==> config.mk <==
export PLATFORM = sky130hd
export DESIGN_NAME = id_imm_sequencer
export DESIGN_NICKNAME = d
export VERILOG_FILES = /design/src/rtl/id_imm_sequencer_pkg.sv /design/src/rtl/id_imm_sequencer_imm_sel_decode.sv /design/src/rtl/id_imm_sequencer.sv
export SDC_FILE = /design/constraint.sdc
export NUM_CORES = 1
export LEC_CHECK = 0
export CAP_MARGIN = 15
export CORE_ASPECT_RATIO = 0.7
export CORE_MARGIN = 1
export CORE_UTILIZATION = 46
export CTS_BUF_LIST = sky130_fd_sc_hd__clkbuf_4 sky130_fd_sc_hd__clkbuf_8
export CTS_CLUSTER_DIAMETER = 50
export DETAILED_ROUTE_END_ITERATION = 8
export GPL_ROUTABILITY_DRIVEN = 0
export GPL_TIMING_DRIVEN = 0
export HOLD_SLACK_MARGIN = 0.06
export PLACE_DENSITY = 0.82
export SYNTH_ARGS = -nofsm -noshare
export SYNTH_HDL_FRONTEND = slang
export SYNTH_SLANG_ARGS = --single-unit
==> constraint.sdc <==
create_clock -name clk_i -period 2 [get_ports clk_i]
set_clock_uncertainty 0.1 [all_clocks]
set_input_delay 0.4 -clock clk_i [delete_from_list [all_inputs] [get_ports clk_i]]
set_output_delay 0.4 -clock clk_i [all_outputs]
set_load 0.02 [all_outputs]
==> src/rtl/id_imm_sequencer_pkg.sv <==
// Shared decode constants for the immediate-select sequencer.
// The optional IMM_ILLEGAL_EN macro adds illegal-opcode flagging.
package id_imm_sequencer_pkg;

  localparam int XLEN     = 32;
  localparam int SEL_W    = 4;
  localparam int SEL_ZEXT = 3;

  localparam logic [6:0] OPC_LUI      = 7'b0110111;
  localparam logic [6:0] OPC_AUIPC    = 7'b0010111;
  localparam logic [6:0] OPC_JAL      = 7'b1101111;
  localparam logic [6:0] OPC_JALR     = 7'b1100111;
  localparam logic [6:0] OPC_LOAD     = 7'b0000011;
  localparam logic [6:0] OPC_OP_IMM   = 7'b0010011;
  localparam logic [6:0] OPC_BRANCH   = 7'b1100011;
  localparam logic [6:0] OPC_STORE    = 7'b0100011;
  localparam logic [6:0] OPC_OP       = 7'b0110011;
  localparam logic [6:0] OPC_MISC_MEM = 7'b0001111;
  localparam logic [6:0] OPC_SYSTEM   = 7'b1110011;

  localparam logic [2:0] F3_SLLI  = 3'b001;
  localparam logic [2:0] F3_SRXI  = 3'b101;
  localparam logic [2:0] F3_SLTIU = 3'b011;
  localparam logic [2:0] F3_BLTU  = 3'b110;
  localparam logic [2:0] F3_BGEU  = 3'b111;

  typedef enum logic [2:0] {
    SEL_U  = 3'b000,
    SEL_J  = 3'b001,
    SEL_I  = 3'b010,
    SEL_B  = 3'b011,
    SEL_S  = 3'b100,
    SEL_SH = 3'b101
  } sel_fmt_e;

  function automatic logic [SEL_W-1:0] mk_code(input sel_fmt_e fmt, input logic zext);
    logic [SEL_W-1:0] c;
    c           = {SEL_W{1'b0}};
    c[2:0]      = fmt;
    c[SEL_ZEXT] = zext;
    return c;
  endfunction

endpackage

==> src/rtl/id_imm_sequencer_imm_sel_decode.sv <==
// Combinational opcode/funct3 -> {has_imm, illegal, select code} decoder.
// illegal_o exists only when IMM_ILLEGAL_EN is defined.
module id_imm_sequencer_imm_sel_decode
  import id_imm_sequencer_pkg::*;
(
  input  logic [6:0]       opcode_i,
  input  logic [2:0]       funct3_i,
`ifdef IMM_ILLEGAL_EN
  output logic             illegal_o,
`endif
  output logic             has_imm_o,
  output logic [SEL_W-1:0] code_o
);

  // Opcode map; anything unlisted behaves as a no-immediate I-type slot.
  always_comb begin
    has_imm_o = 1'b1;
    code_o    = mk_code(SEL_I, 1'b0);
`ifdef IMM_ILLEGAL_EN
    illegal_o = 1'b0;
`endif
    case (opcode_i)
      OPC_LUI, OPC_AUIPC: code_o = mk_code(SEL_U, 1'b0);
      OPC_JAL:            code_o = mk_code(SEL_J, 1'b0);
      OPC_JALR, OPC_LOAD: code_o = mk_code(SEL_I, 1'b0);
      OPC_OP_IMM: begin
        case (funct3_i)
          F3_SLLI, F3_SRXI: code_o = mk_code(SEL_SH, 1'b0);
          F3_SLTIU:         code_o = mk_code(SEL_I, 1'b1);
          default:          code_o = mk_code(SEL_I, 1'b0);
        endcase
      end
      OPC_BRANCH: begin
        case (funct3_i)
          F3_BLTU, F3_BGEU: code_o = mk_code(SEL_B, 1'b1);
          default:          code_o = mk_code(SEL_B, 1'b0);
        endcase
      end
      OPC_STORE:          code_o = mk_code(SEL_S, 1'b0);
      OPC_OP, OPC_MISC_MEM, OPC_SYSTEM: begin
        has_imm_o = 1'b0;
        code_o    = mk_code(SEL_I, 1'b0);
      end
      default: begin
        has_imm_o = 1'b0;
        code_o    = mk_code(SEL_I, 1'b0);
`ifdef IMM_ILLEGAL_EN
        illegal_o = 1'b1;
`endif
      end
    endcase
  end

endmodule

==> src/rtl/id_imm_sequencer.sv <==
// Decode-stage sequencer: stage A drives the immediate generator, stage B captures its result.
// Define IMM_ILLEGAL_EN to flag unknown opcodes on out_illegal_o.
module id_imm_sequencer
  import id_imm_sequencer_pkg::*;
(
  input  logic             clk_i,
  input  logic             rst_ni,
  input  logic             in_valid_i,
  output logic             in_ready_o,
  input  logic [31:0]      in_inst_i,
  input  logic [XLEN-1:0]  in_pc_i,
  input  logic             flush_i,
  output logic [31:0]      sel_inst_o,
  output logic [SEL_W-1:0] sel_code_o,
  input  logic [XLEN-1:0]  imm_i,
  output logic             out_valid_o,
  input  logic             out_ready_i,
  output logic [31:0]      out_inst_o,
  output logic [XLEN-1:0]  out_pc_o,
  output logic [XLEN-1:0]  out_imm_o,
  output logic             out_has_imm_o
`ifdef IMM_ILLEGAL_EN
  , output logic           out_illegal_o
`endif
);

  localparam logic [SEL_W-1:0] SEL_RESET = 4'b0010;

  logic             a_valid_q, a_valid_d;
  logic [31:0]      a_inst_q, a_inst_d;
  logic [XLEN-1:0]  a_pc_q, a_pc_d;
  logic [SEL_W-1:0] a_code_q, a_code_d;
  logic             a_has_imm_q, a_has_imm_d;
  logic             b_valid_q, b_valid_d;
  logic [31:0]      b_inst_q, b_inst_d;
  logic [XLEN-1:0]  b_pc_q, b_pc_d;
  logic [XLEN-1:0]  b_imm_q, b_imm_d;
  logic             b_has_imm_q, b_has_imm_d;
  logic             dec_has_imm_s;
  logic [SEL_W-1:0] dec_code_s;
  logic             b_ready_s;
  logic             accept_s;
  logic             xfer_s;
`ifdef IMM_ILLEGAL_EN
  logic             dec_illegal_s;
  logic             a_illegal_q, a_illegal_d;
  logic             b_illegal_q, b_illegal_d;
`endif

  id_imm_sequencer_imm_sel_decode u_imm_sel_decode (
    .opcode_i  (in_inst_i[6:0]),
    .funct3_i  (in_inst_i[14:12]),
`ifdef IMM_ILLEGAL_EN
    .illegal_o (dec_illegal_s),
`endif
    .has_imm_o (dec_has_imm_s),
    .code_o    (dec_code_s)
  );

  assign b_ready_s  = ~b_valid_q | out_ready_i;
  assign in_ready_o = ~a_valid_q | b_ready_s;
  assign accept_s   = in_valid_i & in_ready_o;
  assign xfer_s     = a_valid_q & b_ready_s;

  // Stage A next state; flush beats a same-cycle accept and leaves the select held.
  always_comb begin
    a_valid_d   = a_valid_q;
    a_inst_d    = a_inst_q;
    a_pc_d      = a_pc_q;
    a_code_d    = a_code_q;
    a_has_imm_d = a_has_imm_q;
`ifdef IMM_ILLEGAL_EN
    a_illegal_d = a_illegal_q;
`endif
    if (flush_i) begin
      a_valid_d = 1'b0;
    end else if (accept_s) begin
      a_valid_d   = 1'b1;
      a_inst_d    = in_inst_i;
      a_pc_d      = in_pc_i;
      a_code_d    = dec_code_s;
      a_has_imm_d = dec_has_imm_s;
`ifdef IMM_ILLEGAL_EN
      a_illegal_d = dec_illegal_s;
`endif
    end else if (xfer_s) begin
      a_valid_d = 1'b0;
    end else begin
      a_valid_d = a_valid_q;
    end
  end

  // Stage B next state; the generator output is sampled while stage A still drives it.
  always_comb begin
    b_valid_d   = b_valid_q;
    b_inst_d    = b_inst_q;
    b_pc_d      = b_pc_q;
    b_imm_d     = b_imm_q;
    b_has_imm_d = b_has_imm_q;
`ifdef IMM_ILLEGAL_EN
    b_illegal_d = b_illegal_q;
`endif
    if (flush_i) begin
      b_valid_d = 1'b0;
    end else if (xfer_s) begin
      b_valid_d   = 1'b1;
      b_inst_d    = a_inst_q;
      b_pc_d      = a_pc_q;
      b_imm_d     = a_has_imm_q ? imm_i : {XLEN{1'b0}};
      b_has_imm_d = a_has_imm_q;
`ifdef IMM_ILLEGAL_EN
      b_illegal_d = a_illegal_q;
`endif
    end else if (out_ready_i) begin
      b_valid_d = 1'b0;
    end else begin
      b_valid_d = b_valid_q;
    end
  end

  // Stage A registers.
  always_ff @(posedge clk_i or negedge rst_ni) begin
    if (!rst_ni) begin
      a_valid_q   <= 1'b0;
      a_inst_q    <= 32'h0000_0000;
      a_pc_q      <= {XLEN{1'b0}};
      a_code_q    <= SEL_RESET;
      a_has_imm_q <= 1'b0;
`ifdef IMM_ILLEGAL_EN
      a_illegal_q <= 1'b0;
`endif
    end else begin
      a_valid_q   <= a_valid_d;
      a_inst_q    <= a_inst_d;
      a_pc_q      <= a_pc_d;
      a_code_q    <= a_code_d;
      a_has_imm_q <= a_has_imm_d;
`ifdef IMM_ILLEGAL_EN
      a_illegal_q <= a_illegal_d;
`endif
    end
  end

  // Stage B registers feeding ID/EX.
  always_ff @(posedge clk_i or negedge rst_ni) begin
    if (!rst_ni) begin
      b_valid_q   <= 1'b0;
      b_inst_q    <= 32'h0000_0000;
      b_pc_q      <= {XLEN{1'b0}};
      b_imm_q     <= {XLEN{1'b0}};
      b_has_imm_q <= 1'b0;
`ifdef IMM_ILLEGAL_EN
      b_illegal_q <= 1'b0;
`endif
    end else begin
      b_valid_q   <= b_valid_d;
      b_inst_q    <= b_inst_d;
      b_pc_q      <= b_pc_d;
      b_imm_q     <= b_imm_d;
      b_has_imm_q <= b_has_imm_d;
`ifdef IMM_ILLEGAL_EN
      b_illegal_q <= b_illegal_d;
`endif
    end
  end

  assign sel_inst_o    = a_inst_q;
  assign sel_code_o    = a_code_q;
  assign out_valid_o   = b_valid_q;
  assign out_inst_o    = b_inst_q;
  assign out_pc_o      = b_pc_q;
  assign out_imm_o     = b_imm_q;
  assign out_has_imm_o = b_has_imm_q;
`ifdef IMM_ILLEGAL_EN
  assign out_illegal_o = b_illegal_q;
`endif

endmodule

==> After elaboration in Yosys (flattened, before gate mapping) <==
Index checks and enable logic that the tools add are counted.
{ "totals": {"register_bits": 168, "inputBits": 101, "out_inout_bits": 135, "word_cells": 49} }
{ "op_classes": {"eq_ne": 13, "muxes": 11, "n_bitwise": 7, "reduce_logical": 8} }
{ "ops": {"columns": ["operator", "count"], "rows": [
  ["$mux 32", 1],
  ["$eq 7x7->1 const B", 3],
  ["$pmux 4 s5", 1],
  ["$eq 7x5->1 const B", 2],
  ["$eq 7x6->1 const B", 2],
  ["$eq 3x3->1 const B", 3],
  ["$pmux 4 s2", 1],
  ["$reduce_or 8->1", 1],
  ["$eq 7x2->1 const B", 1],
  ["$mux 1", 7],
  ["$reduce_bool 3->1", 2],
  ["$reduce_or 2->1", 3],
  ["$mux 4", 1],
  ["$reduce_and 2->1", 2],
  ["$eq 3x1->1 const B", 1],
  ["$eq 3x2->1 const B", 1],
  ["$not 1->1", 3],
  ["$and 1x1->1", 2],
  ["$or 1x1->1", 2]
]} }

==> Longest topological paths before layout <==
{ "depth": {"ltp_word": 6, "mapped_depth": 7, "mapped_depth_nobuf": 4} }

==> Modules after synthesis <==
From an unflattened synthesis, not the netlist that was laid out.
{ "hier_totals": {"cells_unflattened": 454, "hier_area_um2": 6668.9} }
{ "by_module_without_submodules": {"columns": ["mod", "instances", "cells_per_inst", "area_each_um2", "seq_area_each_um2"], "rows": [
  ["id_imm_sequencer", 1, 429, 6508.7, 4205.3],
  ["id_imm_sequencer_imm_sel_decode", 1, 25, 160.2, 0.0]
]} }

==> Worst setup path before layout <==
Ideal clock, no wire load.
{ "synth_timing": {"path_type": "register -> register", "startpoint": "register b_valid_q, in the netlist out_valid_o", "endpoint": "register a_pc_q[0]", "setup_time_ps": 125, "t_arrival_ps": 1533, "required_time_ps": 1775, "setup_slack_ps": 243, "path_stages_with_launch": 6, "path_buffers": 2, "synth_period_minus_slack_ps": 1757, "cell_sequence": "dfrtp_1 > nand3b_1 > nand3b_1 > buf_4 > buf_6 > mux2_2"} }
{ "synth_via": {"elab_chain_cells": 5} }
{ "synth_lines": {"columns": ["element", "line_no", "text"], "rows": [
  ["from (decl)", "id_imm_sequencer.sv:34", "logic b_valid_q, b_valid_d;"],
  ["from (signal assigned)", "id_imm_sequencer.sv:156", "b_valid_q <= b_valid_d;"],
  ["$not 1->1", "id_imm_sequencer.sv:60", "assign b_ready_s = ~b_valid_q | out_ready_i;"],
  ["$or 1x1->1", "id_imm_sequencer.sv:60", null],
  ["$or 1x1->1", "id_imm_sequencer.sv:61", "assign in_ready_o = ~a_valid_q | b_ready_s;"],
  ["named net in_ready_o", "id_imm_sequencer.sv:9", "output logic in_ready_o,"],
  ["$and 1x1->1", "id_imm_sequencer.sv:62", "assign accept_s = in_valid_i & in_ready_o;"],
  ["$reduce_and 2->1 (no line)", null, null],
  ["to (signal assigned)", "id_imm_sequencer.sv:126", "a_pc_q <= {XLEN{1'b0}};"],
  ["to (signal assigned)", "id_imm_sequencer.sv:135", "a_pc_q <= a_pc_d;"],
  ["to (decl)", "id_imm_sequencer.sv:31", "logic [XLEN-1:0] a_pc_q, a_pc_d;"]
]} }
The timed path passes the listed nets, and every way through them passes these cells.
A chain may end at the register's enable or synchronous reset.

==> Worst setup path after layout <==
{ "layout_timing": {"startpoint": "input out_ready_i", "endpoint": "output in_ready_o"} }
{ "layout_via": {"elab_chain_cells": 2} }
{ "layout_lines": {"columns": ["element", "line_no", "text"], "rows": [
  ["from (decl)", "id_imm_sequencer.sv:17", "input logic out_ready_i,"],
  ["$or 1x1->1", "id_imm_sequencer.sv:60", null],
  ["$or 1x1->1", "id_imm_sequencer.sv:61", null],
  ["to (decl)", "id_imm_sequencer.sv:9", null]
]} }
Every way passes these cells.

==> flow_summary.yaml <==
global_routing:
  grt_pass1_wl_microns: 25350
  grt_max_degree: 102
  grt_util_all_layers_pct: 22.94
  overflow: 0
  antenna_found_initial: 1
  first_global_vias: 4933
route:
  drt-initial-drc-count: 237
  vias_per_cell: 4.859
  drtAntennaViolNets: 0
  routed_wirelength_microns: 16650
  first_pass_iters: 4
  wl_per_cell_microns: 15.69
  drc_errors: 0
  vias: 5155
pwr:
  p_sw_uw: 2745
  intPower_uw: 6276
  power_density_nw_per_um2: 927.2
  p_seq_share_pct: 46.6
  p_sw_share_pct: 30.43
  power.leakage_uw: 0.005112
  ir_drop_mv: 0.5468
  comb_power_share_pct: 26.0
  p_clk_share_pct: 27.4
sta:
  min_period_ns: 1.955
  slew_headroom_pct: 64.78
  finalCritPeriodShare_pct: 97.75
  grt_setup_unrepaired: "false"
  hold_viol_final: 0
  setup_viol: 0
  timing.hold.ws_ns: 0.3598
  max_freq_mhz: 511.5
  slew_viol_final: 0
  worst_pin_slew_ns: 0.5283
critical_path:
  cp_max_fo: 3
  cp.required_ns: 1.50
  rrSetupSlack_ns: 0.22
  crit_family: "buffers and inverters"
  max_stage_delay_ns: 0.52
  path_cells: "clkdlybuf4s50_1 -> nand3b_1 -> dlygate4sd2_1"
  r2r_cells: 5
  crit_slowest_cell: "clkdlybuf4s50_1"
  arrival_ns: 1.45
  reg2reg_from: "out_valid_o$_DFFE_PN0P_"
  cp-start-kind: "primary input"
  r2r-end: "out_inst_o[0]$_DFFE_PN0P_"
  crit_buf_inv: 2
  cp-end-kind: "primary output"
  worstSetupPathType: "in2out"
placed_design:
  port_buffers: 235
  hpwl_microns: 11840
  place_inst: 1028
die:
  start_util_pct: 47.20
  die_area_sq_um: 14770
  fp-row-count: 36
  num_io_pins: 236
  coreArea_sq_um: 13920
  die_y_microns: 102.0
  die_w_microns: 144.8
logic_synthesis:
  ys_ff_latch: 168
  synthCells: 602
  synth_edf_count: 0
  synth_nets: 703
  avgSynthCellArea_sq_um: 10.91
  yosysUniqueCellTypes: 31
  ys_seq_area_share_pct: 64.02
  yosysWarnings: 0
  synth-async-reset-ratio_pct: 100.0
  synth_area_sq_um: 6569
  ys.flop_type: "dfrtp_1"
job:
  cap_violations: 0
clock_network:
  clkLatencyLatePin_ns: 0.45
  htree_levels: 4
  cts_tree: "yes"
  ctsLongestPathBuffers: 2
  clkTransAtPathRegs_ns: 0.10
  clockRootBuffer: "clkbuf_8"
  cts_setup_buffers: 0
  cts.sinks: 168
  cts_made_buffers: 17
final_layout:
  antenna-diode-count: 0
  multi_input_area_sq_um: 2125
  final_nets: 959
  seq_area_sq_um: 4205
  fillers: 1035
  syn_to_final_growth_pct: 48.11
  drive_gt1_share_pct: 14.35
  final_cells: 1061
hold_path:
  min_from: "a_pc_q[2]$_DFFE_PN0P_"
  whs_path_depth: 2
  hold_class: "reg2reg"
  min_to: "out_pc_o[2]$_DFFE_PN0P_"
outcome:
  status: "finished, final reports clean"
[cell families (layout without fill, tap and decap cells)]
group,Yosys count,after routing,share of synthesized area (%)
simple gates,320,320,19.94
compound gates,15,15,1.505
mux,63,63,10.80
buf+inv,36,305,3.733
flops,168,168,64.02
[metal layers]
metal  up-vias  share of wire, %  global-route usage, %
li1       2449                 -                      -
met3        20               8.3                  8.294
met1      2513                43                  29.59
met2       171                47                  36.13
met4         2               1.4                  7.692
met5         -             0.078                      0
[layout make-up]
type                       instances  area share (%)
timing repair buffer             237           25.82
inverter                           3          0.1157
buffer                            33           2.405
multi-input combinational        398           21.84
clock buffer                      20           2.701
tap                              190           2.443
clock inverter                    12           1.453
sequential                       168           43.22
[how the worst max path moves through the flow]
stage                                         start                   endpoint  slack, ns  depth (start not counted)
final                                   out_ready_i                 in_ready_o       0.05                          3
after global routing      out_imm_o[28]$_DFFE_PN0P_              out_imm_o[28]     0.0001                          1
after CTS                   out_valid_o$_DFFE_PN0P_                out_valid_o      0.002                          1
after detailed placement                out_ready_i  out_inst_o[0]$_DFFE_PN0P_      -0.44                          6
after global placement                       rst_ni     a_pc_q[17]$_DFFE_PN0P_      -6.47                          1
after floorplan             out_valid_o$_DFFE_PN0P_      a_pc_q[0]$_DFFE_PN0P_       0.24                          5
[worst register-to-register path, cell delays in order, from the launching register on]
cell	delay (ns)
dfrtp_1	0.40
nor2b_4	0.15
nor3b_4	0.39
clkbuf_1	0.47
nand2_1	0.13
nand2_1	0.08
[registers in the layout (all words and copies together) (netlist names)]
register,count
out_imm_o,32
out_inst_o,32
out_pc_o,32
out_valid_o,1
a_pc_q,32
sel_code_o,4
sel_inst_o,32
a_has_imm_q,1
out_has_imm_o,1
a_valid_q,1
[placed cells by master, fill, tap and decap left out, drive strengths merged, types with 2 or more instances in the layout]
master,n
dlymetal6s2s,49
inv,7
o22ai,2
nand3b,2
a22o,2
buf,27
clkinvlp,2
dlygate4sd2,4
nand2b,2
nor4bb,2
o21ai,4
a21oi,2
nor3b,2
clkdlybuf4s50,181
nor2,4
clkbuf,28
nor2b,5
mux2,63
nand3,32
bufinv,2
nand2,267
clkinv,4
dfrtp,167
[per-stage QoR]
stage / cell area, sq um / power, uW / setup TNS [ns] / utilization [%] / setup slack [ns]
6_report: 9729 / 9021 / 0 / 69.90 / 0.04509
5_1_grt: 9729 / 9459 / 0 / 69.90 / 0.00009626
4_1_cts: 9600 / 9158 / 0 / 68.98 / 0.001811
3_5_place_dp: 9191 / 6665 / -42.79 / 66.04 / -0.4394
3_3_place_gp: 9159 / 6611 / -1119.57 / 65.80 / -6.468
2_1_floorplan: 6569 / 5319 / 0 / - / 0.2428
[power by group through the flow]
stage               Combinational [uW]  Sequential [uW]  Clock [uW]
global route                      2510             4270        2670
CTS                               2400             4210        2540
finish                            2350             4210        2470
detailed placement                2390             4270           0
global placement                  2350             4260           0
floorplan                          554             4770           0
[synthesized netlist by cell type, types with 3 or more instances]
master,count,area share [%]
nor2b_1,4,0.38
dfrtp_1,167,64
buf_6,11,1.9
nand2_1,267,15
mux2_2,63,11
inv_1,3,0.17
nand3_1,32,2.4
clkbuf_1,8,0.46
buf_2,10,0.76
o21ai_0,4,0.30
nor2_1,4,0.23
buf_4,4,0.46
[what timing repair did]
action	CTS	global route
endpoints found under the hold margin	67	0
hold buffers	1	0
gates resized for setup	4	50
setup endpoints to repair	4	91
(Power assumes the default switching activity.)
